--- src/rtl/dcache_pkg.sv ---
`default_nettype none
// ============================================================================
//  Module   : dcache_pkg
//  Purpose  : Shared widths, FSM state type and address layout for the
//             data-cache tag-check stage.
//  Revision : 1.0
// ============================================================================
package dcache_pkg;

    localparam int ADDR_W   = 32;
    localparam int IDX_W    = 6;
    localparam int OFF_W    = 5;
    localparam int TAG_W    = ADDR_W - IDX_W - OFF_W;
    localparam int NUM_SETS = 1 << IDX_W;

    typedef enum logic [1:0] {
        IDLE   = 2'd0,
        LOOKUP = 2'd1,
        MISS   = 2'd2,
        FILL   = 2'd3
    } tag_state_t;

    typedef struct packed {
        logic [TAG_W-1:0] tag;
        logic [IDX_W-1:0] index;
        logic [OFF_W-1:0] offset;
    } cache_addr_t;

endpackage
`default_nettype wire

--- src/rtl/dcache_tag_lookup_valid_array.sv ---
`default_nettype none
// ============================================================================
//  Module   : valid_array
//  Purpose  : Per-set valid flops; the tag SRAM has no reset, so these gate
//             every hit. Single-set set port plus flush-all (flush wins).
//  Revision : 1.0
// ============================================================================
module valid_array
    import dcache_pkg::*;
(
    input  logic                clk,
    input  logic                rst,
    input  logic                i_set_en,
    input  logic [IDX_W-1:0]    i_set_idx,
    input  logic                i_flush_all,
    output logic [NUM_SETS-1:0] o_valid
);

    logic [NUM_SETS-1:0] r_valid;

    always_ff @(posedge clk or posedge rst) begin
        if (rst) begin
            r_valid <= '0;
        end else if (i_flush_all) begin
            r_valid <= '0;
        end else if (i_set_en) begin
            r_valid[i_set_idx] <= 1'b1;
        end
    end

    assign o_valid = r_valid;

endmodule
`default_nettype wire

--- src/rtl/dcache_tag_lookup.sv ---
`default_nettype none
// ============================================================================
//  Module   : dcache_tag_lookup
//  Purpose  : Tag-check stage of the direct-mapped 64-set data cache; drives
//             the external tag SRAM, reports hit/miss, refills tag on miss.
//             Optional flush of all valid bits when TAG_FLUSH_EN is defined.
//  Revision : 1.0
// ============================================================================
module dcache_tag_lookup
    import dcache_pkg::*;
(
    input  logic              clk,
    input  logic              rst,
    input  logic              req_valid,
    output logic              req_ready,
    input  logic [ADDR_W-1:0] req_addr,
    output logic              resp_valid,
    output logic              resp_hit,
    output logic [IDX_W-1:0]  resp_index,
    output logic              resp_victim_valid,
    output logic [TAG_W-1:0]  resp_victim_tag,
    input  logic              fill_valid,
    input  logic              flush,
    output logic              tag_csb,
    output logic              tag_web,
    output logic [IDX_W-1:0]  tag_addr,
    output logic [TAG_W-1:0]  tag_din,
    input  logic [TAG_W-1:0]  tag_dout
);

    cache_addr_t         w_req;
    tag_state_t          r_state;
    tag_state_t          w_state_nxt;
    logic [TAG_W-1:0]    r_tag;
    logic [IDX_W-1:0]    r_idx;
    logic [NUM_SETS-1:0] w_valid_vec;
    logic                w_cur_valid;
    logic                w_hit;
    logic                w_capture;
    logic                w_set;
    logic                w_flush_now;
    logic                w_flush_block;
    logic                w_unused_offset;

    logic                r_hit_q;
    logic [IDX_W-1:0]    r_index_q;
    logic                r_vv_q;
    logic [TAG_W-1:0]    r_vt_q;

    assign w_req           = req_addr;
    assign w_unused_offset = ^w_req.offset;

    assign w_cur_valid = w_valid_vec[r_idx];
    assign w_hit       = w_cur_valid && (tag_dout == r_tag);

`ifdef TAG_FLUSH_EN
    // A flush seen outside IDLE is remembered and applied on the next IDLE.
    logic r_flush_pend;

    always_ff @(posedge clk or posedge rst) begin
        if (rst) begin
            r_flush_pend <= 1'b0;
        end else if (w_flush_now) begin
            r_flush_pend <= 1'b0;
        end else if (flush && (r_state != IDLE)) begin
            r_flush_pend <= 1'b1;
        end
    end

    assign w_flush_block = flush | r_flush_pend;
`else
    logic w_unused_flush;

    assign w_unused_flush = flush;
    assign w_flush_block  = 1'b0;
`endif

    always_ff @(posedge clk or posedge rst) begin
        if (rst) begin
            r_state <= IDLE;
        end else begin
            r_state <= w_state_nxt;
        end
    end

    always_comb begin
        w_state_nxt = r_state;
        req_ready   = 1'b0;
        resp_valid  = 1'b0;
        tag_csb     = 1'b1;
        tag_web     = 1'b1;
        tag_addr    = '0;
        tag_din     = '0;
        w_capture   = 1'b0;
        w_set       = 1'b0;
        w_flush_now = 1'b0;
        case (r_state)
            IDLE: begin
                if (w_flush_block) begin
                    w_flush_now = 1'b1;
                end else begin
                    req_ready = 1'b1;
                    if (req_valid) begin
                        tag_csb     = 1'b0;
                        tag_addr    = w_req.index;
                        w_capture   = 1'b1;
                        w_state_nxt = LOOKUP;
                    end
                end
            end
            LOOKUP: begin
                resp_valid = 1'b1;
                if (w_hit) begin
                    // Hit frees the stage in the same cycle for 1/clk throughput.
                    req_ready = !w_flush_block;
                    if (req_valid && !w_flush_block) begin
                        tag_csb     = 1'b0;
                        tag_addr    = w_req.index;
                        w_capture   = 1'b1;
                        w_state_nxt = LOOKUP;
                    end else begin
                        w_state_nxt = IDLE;
                    end
                end else begin
                    w_state_nxt = MISS;
                end
            end
            MISS: begin
                if (fill_valid) begin
                    tag_csb     = 1'b0;
                    tag_web     = 1'b0;
                    tag_addr    = r_idx;
                    tag_din     = r_tag;
                    w_set       = 1'b1;
                    w_state_nxt = FILL;
                end
            end
            FILL: begin
                w_state_nxt = IDLE;
            end
            default: begin
                w_state_nxt = IDLE;
            end
        endcase
    end

    always_ff @(posedge clk or posedge rst) begin
        if (rst) begin
            r_tag <= '0;
            r_idx <= '0;
        end else if (w_capture) begin
            r_tag <= w_req.tag;
            r_idx <= w_req.index;
        end
    end

    // Result fields hold their last value between responses.
    always_ff @(posedge clk or posedge rst) begin
        if (rst) begin
            r_hit_q   <= 1'b0;
            r_index_q <= '0;
            r_vv_q    <= 1'b0;
            r_vt_q    <= '0;
        end else if (r_state == LOOKUP) begin
            r_hit_q   <= w_hit;
            r_index_q <= r_idx;
            r_vv_q    <= w_cur_valid;
            r_vt_q    <= tag_dout;
        end
    end

    assign resp_hit          = (r_state == LOOKUP) ? w_hit       : r_hit_q;
    assign resp_index        = (r_state == LOOKUP) ? r_idx       : r_index_q;
    assign resp_victim_valid = (r_state == LOOKUP) ? w_cur_valid : r_vv_q;
    assign resp_victim_tag   = (r_state == LOOKUP) ? tag_dout    : r_vt_q;

    valid_array u_valid_array (
        .clk         (clk),
        .rst         (rst),
        .i_set_en    (w_set),
        .i_set_idx   (r_idx),
        .i_flush_all (w_flush_now),
        .o_valid     (w_valid_vec)
    );

endmodule
`default_nettype wire

--- config.mk ---
export PLATFORM = sky130hd
export DESIGN_NAME = dcache_tag_lookup
export DESIGN_NICKNAME = d
export VERILOG_FILES = /design/src/rtl/dcache_pkg.sv /design/src/rtl/dcache_tag_lookup_valid_array.sv /design/src/rtl/dcache_tag_lookup.sv
export SDC_FILE = /design/constraint.sdc
export NUM_CORES = 1
export LEC_CHECK = 0
export CAP_MARGIN = 10
export CELL_PAD_IN_SITES_DETAIL_PLACEMENT = 1
export CELL_PAD_IN_SITES_GLOBAL_PLACEMENT = 2
export CORE_ASPECT_RATIO = 1.2
export CORE_MARGIN = 2
export CORE_UTILIZATION = 33
export CTS_CLUSTER_DIAMETER = 30
export DETAILED_ROUTE_END_ITERATION = 10
export GPL_ROUTABILITY_DRIVEN = 0
export PLACE_DENSITY = 0.8
export SLEW_MARGIN = 20
export SYNTH_ARGS = -nofsm -noshare
export SYNTH_HDL_FRONTEND = slang
export SYNTH_SLANG_ARGS = --single-unit
--- constraint.sdc ---
create_clock -name clk -period 5.6 [get_ports clk]
set_clock_uncertainty 0.1 [all_clocks]
set_input_delay 0.84 -clock clk [delete_from_list [all_inputs] [get_ports clk]]
set_output_delay 0.84 -clock clk [all_outputs]
set_load 0.01 [all_outputs]
# [After elaboration in Yosys (flattened, before gate mapping)]
# Cells that the tools add are included.
[word_totals] input_bits=58 output_inout_bits=60 latch_bits=0 wordCells=53 mem_count=0 mem_bits_ro=0 reg_bits=122 ram_bits=0
[op_classes] bitwise_logic=1 n_lt_le_gt_ge=2 n_mux=32 reduce_logical=4 addsub=0 multipliers=0 n_eq_ne=6 div_mod_pow=0 n_shift=0
[op_table] op="$or 64x64->64" count=1
[op_table] op="$mux 21" count=3
[op_table] op="$mux 6" count=4
[op_table] op="$eq 21x21->1" count=1
[op_table] op="$pmux 6 s3" count=1
[op_table] op="$mux 1" count=15
[op_table] op="$pmux 2 s4" count=1
[op_table] op="$lt 6x7->1 const B" count=1
[op_table] op="$bmux 1 s6" count=1
[op_table] op="$demux 1 s6" count=1
[op_table] op="$ge 6x1->1 const B" count=1
[op_table] op="$mux 2" count=3
[op_table] op="$eq 2x2->1 const B" count=2
[op_table] op="$ne 2x2->1 const B" count=2
[op_table] op="$pmux 1 s2" count=2
[op_table] op="$pmux 1 s3" count=1
[op_table] op="$eq 2x1->1 const B" count=1
[op_table] op="$logic_and 1x1->1" count=2
[op_table] op="$logic_not 2->1" count=1
[op_table] op="$reduce_and 2->1" count=1

# [Longest topological paths before layout]
[depth] depth_word=5 depth_mapped=12 ltp_nobuf=7

# [Modules after synthesis]
# From an unflattened synthesis, not the netlist that was laid out.
[hier_totals] hier_cells=562 hier_area_um2=6228.5
[by_module_without_submodules] mod="dcache_tag_lookup" area_each_um2=3641.0 n_inst=1 cells_per_inst=331 seq_area_each_um2=1451.4
[by_module_without_submodules] mod="valid_array" area_each_um2=2587.5 n_inst=1 cells_per_inst=231 seq_area_each_um2=1601.5

# [Worst setup path after synthesis]
# No wires, ideal clock.
[synth_timing] path_type="register to output" from="reg r_idx[0]" to="out tag_csb" path_slack_ps=2292 path_stages_with_launch=12 arrival_time_ps=2368 path_cell_list="dfrtp_1 > buf_6 > buf_12 > mux4_2 > nand3_1 > nand4_1 > or3_1 > nor4_2 > o41a_1 > buf_6 > buf_6 > and2_1"
[synth_between] elab_chain_len=5
[synth_lines] item="start, declared" line="dcache_tag_lookup.sv:35" source="logic [IDX_W-1:0] r_idx;"
[synth_lines] item="start signal, assigned" line="dcache_tag_lookup.sv:153" source="r_idx <= w_req.index;"
[synth_lines] item="$bmux 1 s6" line="dcache_tag_lookup.sv:53" source="assign w_cur_valid = w_valid_vec[r_idx];"
[synth_lines] item="$mux 1 (implied by the code)" line="dcache_tag_lookup.sv:53"
[synth_lines] item="$logic_and 1x1->1" line="dcache_tag_lookup.sv:54" source="assign w_hit = w_cur_valid && (tag_dout == r_tag);"
[synth_lines] item="$mux 1" line="dcache_tag_lookup.sv:113" source="if (w_hit) begin"
[synth_lines] item="$pmux 1 s3" line="dcache_tag_lookup.sv:97" source="case (r_state)"
[synth_lines] item="end, declared" line="dcache_tag_lookup.sv:24" source="output logic tag_csb,"
# No other way between the ends. The select of a mux whose other input is x is not followed.

# [Worst setup path in the final report]
[layout_timing] from="reg r_idx[2]" to="out tag_csb"
# Same word-level chain as after synthesis.

==> flow_summary.json <==
{
  "cts_hold_buf": 0,
  "worstPathArrival_ps": 4070,
  "nets": 657,
  "diodes": 0,
  "period_needed_ps": 5010,
  "synth_cell_types": 43,
  "clock_path_buffers": 2,
  "slew_viol_final": 0,
  "grt_start_max_net_pins": 87,
  "synth_cells": 484,
  "critPathRequiredTime_ps": 4660,
  "cts.sinks": 122,
  "finalCritPeriodShare_pct": 89.5,
  "synth_seq_cells": 122,
  "route.detailed.drc": 0,
  "die-width_um": 123,
  "rows": 52,
  "cts_tree": "yes",
  "ys.flop_type": "dfrtp_1",
  "cap_violations": 0,
  "clkLatencyLatePin_ps": 420,
  "grt_use_total_pct": 19.2,
  "fin_setup_tns_ps": 0,
  "synth_area_leaders": "dfrtp_1 (54%), nand2_1 (6.6%), a21o_1 (5.3%)",
  "htree_levels": 4,
  "setup_viol": 0,
  "synth_edf_count": 0,
  "status": "complete, no violations",
  "cts_setup_buffers": 0,
  "ctsResizeCount": 0,
  "die_height_um": 147,
  "dr.first_iter.drc_count": 165,
  "ant_nets": 0,
  "vias": 4142,
  "synth.largest_area_cell": "dfrtp_1",
  "irDropWorstVdd_uv": 228,
  "path_class": "reg -> out",
  "final_cell_mix": "dfrtp_1 (122), clkdlybuf4s50_1 (111), nand2_1 (99)",
  "fmax_mhz": 200,
  "power_density_nw_per_um2": 593,
  "cp-end-kind": "primary output",
  "syn_nets": 542,
  "drt-vias-per-instance": 5.00,
  "wire_per_inst_um": 19.6,
  "hold_viol_final": 0,
  "root_buffer": "clkbuf_16",
  "post-dp-hpwl_um": 11300,
  "avgSynthCellArea_um2": 11.7,
  "rsz0062_at_grt": "false",
  "clk_pin_slew_ps": 50,
  "wl_um": 16200,
  "grt_pass1_wl_um": 26100,
  "drt_first_pass_iters": 4,
  "cts_made_buffers": 17,
  "syn-cell-area_um2": 5640,
  "worst_slew_pin_slew_ps": 1050,
  "synth_top_cell_area_share_pct": 54.1,
  "synth_warnings": 0,
  "coreArea_um2": 16800,
  "ioPinCount": 118,
  "antenna_found_initial": 0,
  "maxSlewHeadroom_pct": 30.0,
  "critPathMaxFanout": 23,
  "grt_pass1_vias": 4649,
  "die_area_um2": 18200,
  "io_buffers": 111,
  "initial_core_util_pct": 33.6,
  "total_power_uw": 4480,
  "async_flop_share_pct": 100,
  "ys_seq_area_share_pct": 54.1,
  "hp-class": "reg -> reg",
  "overflow": 0,
  "layout_commonest_cell": "dfrtp_1",
  "p_leak_uw": 0.00372,
  "drive_gt1_share_pct": 15.5,
  "area_growth_pct": 34.0,
  "startpoint_type": "flop"
}
==> path summary, 6_finish.rpt <==
path                       cells after the start                                     to                             startpoint  slack (ps)
min                                            1  u_valid_array.o_valid[58]$_DFFE_PP0P_  u_valid_array.o_valid[58]$_DFFE_PP0P_         350
max in group asynchronous                      3                  r_tag[19]$_DFFE_PP0P_                                    rst        3550
min reg2reg                                    1  u_valid_array.o_valid[58]$_DFFE_PP0P_  u_valid_array.o_valid[58]$_DFFE_PP0P_         350
min in group asynchronous                      2                      r_hit_q$_DFF_PP0_                                    rst         840
max                                            9                                tag_csb                   r_idx[2]$_DFFE_PP0P_         590
max reg2reg                                    9                  r_tag[18]$_DFFE_PP0P_                   r_idx[2]$_DFFE_PP0P_        1590
==> through the flow <==
stage / cells / setup slack (ps) / util (%) / hold slack, ps / instance area (um2)
2_1_floorplan: 484 / 1420 / - / 320 / 5640
3_3_place_gp: 796 / 947 / 41.3 / 330 / 6940
3_5_place_dp: 796 / 900 / 41.4 / 341 / 6940
4_1_cts: 828 / 554 / 45.0 / 353 / 7550
5_1_grt: 828 / 365 / 45.0 / 365 / 7560
6_report: 828 / 589 / 45.0 / 352 / 7560
==> registers in the layout (all words and copies together) (netlist names), named ones only <==
name / cells
r_tag: 21
r_idx: 6
r_vt_q: 21
r_hit_q: 1
r_index_q: 6
u_valid_array.o_valid: 64
r_state: 1
r_vv_q: 1
==> metal layers <==
layer | up-vias | share of wire, % | global-route usage, % | routed length, um
li1 | 1886 | - | - | -
met1 | 2125 | 42 | 23.6 | 6800
met2 | 113 | 51 | 31.8 | 8200
met3 | 18 | 5.9 | 5.78 | 951
met4 | 0 | 1.6 | 6.70 | 266
met5 | - | 0 | 0 | 0
==> synthesized netlist by cell type, types with 2 or more instances <==
cell type  number
nand3_1        12
nor4_1          2
a22oi_1         2
o21bai_1       19
mux2_2          7
buf_2           5
or3_1           2
a31o_2          4
mux4_2          9
inv_1          13
a21o_1         40
nand4_1         6
dfrtp_1       122
buf_1           4
mux2i_1         4
buf_12          3
nor3b_2         3
mux4_1          4
nor2_1          7
o21ai_0        12
nor2b_1         2
nand3b_1        4
or2_2           2
mux2_4         20
and2_1         22
nand2_1        99
nand2b_1        2
clkbuf_1       11
xor2_1          4
nor3_1          4
buf_6           3
mux2_1          2
xnor2_1        17
a21oi_1         3
==> area by class of cell <==
cell class	count	area, um2
clock buffers	18	439
clock inverters	14	170
fillers	1804	9230
inverters	13	53.8
multi-input cells	322	2370
flip-flops and latches	122	3050
well taps	216	270
repair buffers	123	1200
==> critical path: stages, from the launching register on <==
cell and delay [ps]:
dfrtp_1 1030, buf_4 310, mux4_2 300, a22oi_1 250
nor2_1 90, nor4_2 360, buf_4 180, o41a_2 410
and2_1 190, clkdlybuf4s50_1 530
==> cell families after synthesis <==
family,synth area share [%]
DFF,54.1
and+or+nand+nor,14.6
AOI/OAI and AO/OA,10.6
buffers and inverters,4.10
xor gates and xnor gates,3.26
muxes,13.3
==> power by group <==
group	total (uW)	internal [uW]	switching (uW)
clock	1140	714	422
sequential	1560	1240	321
combinational	1780	951	834
total	4480	2910	1580
(Power assumes the default switching activity.)
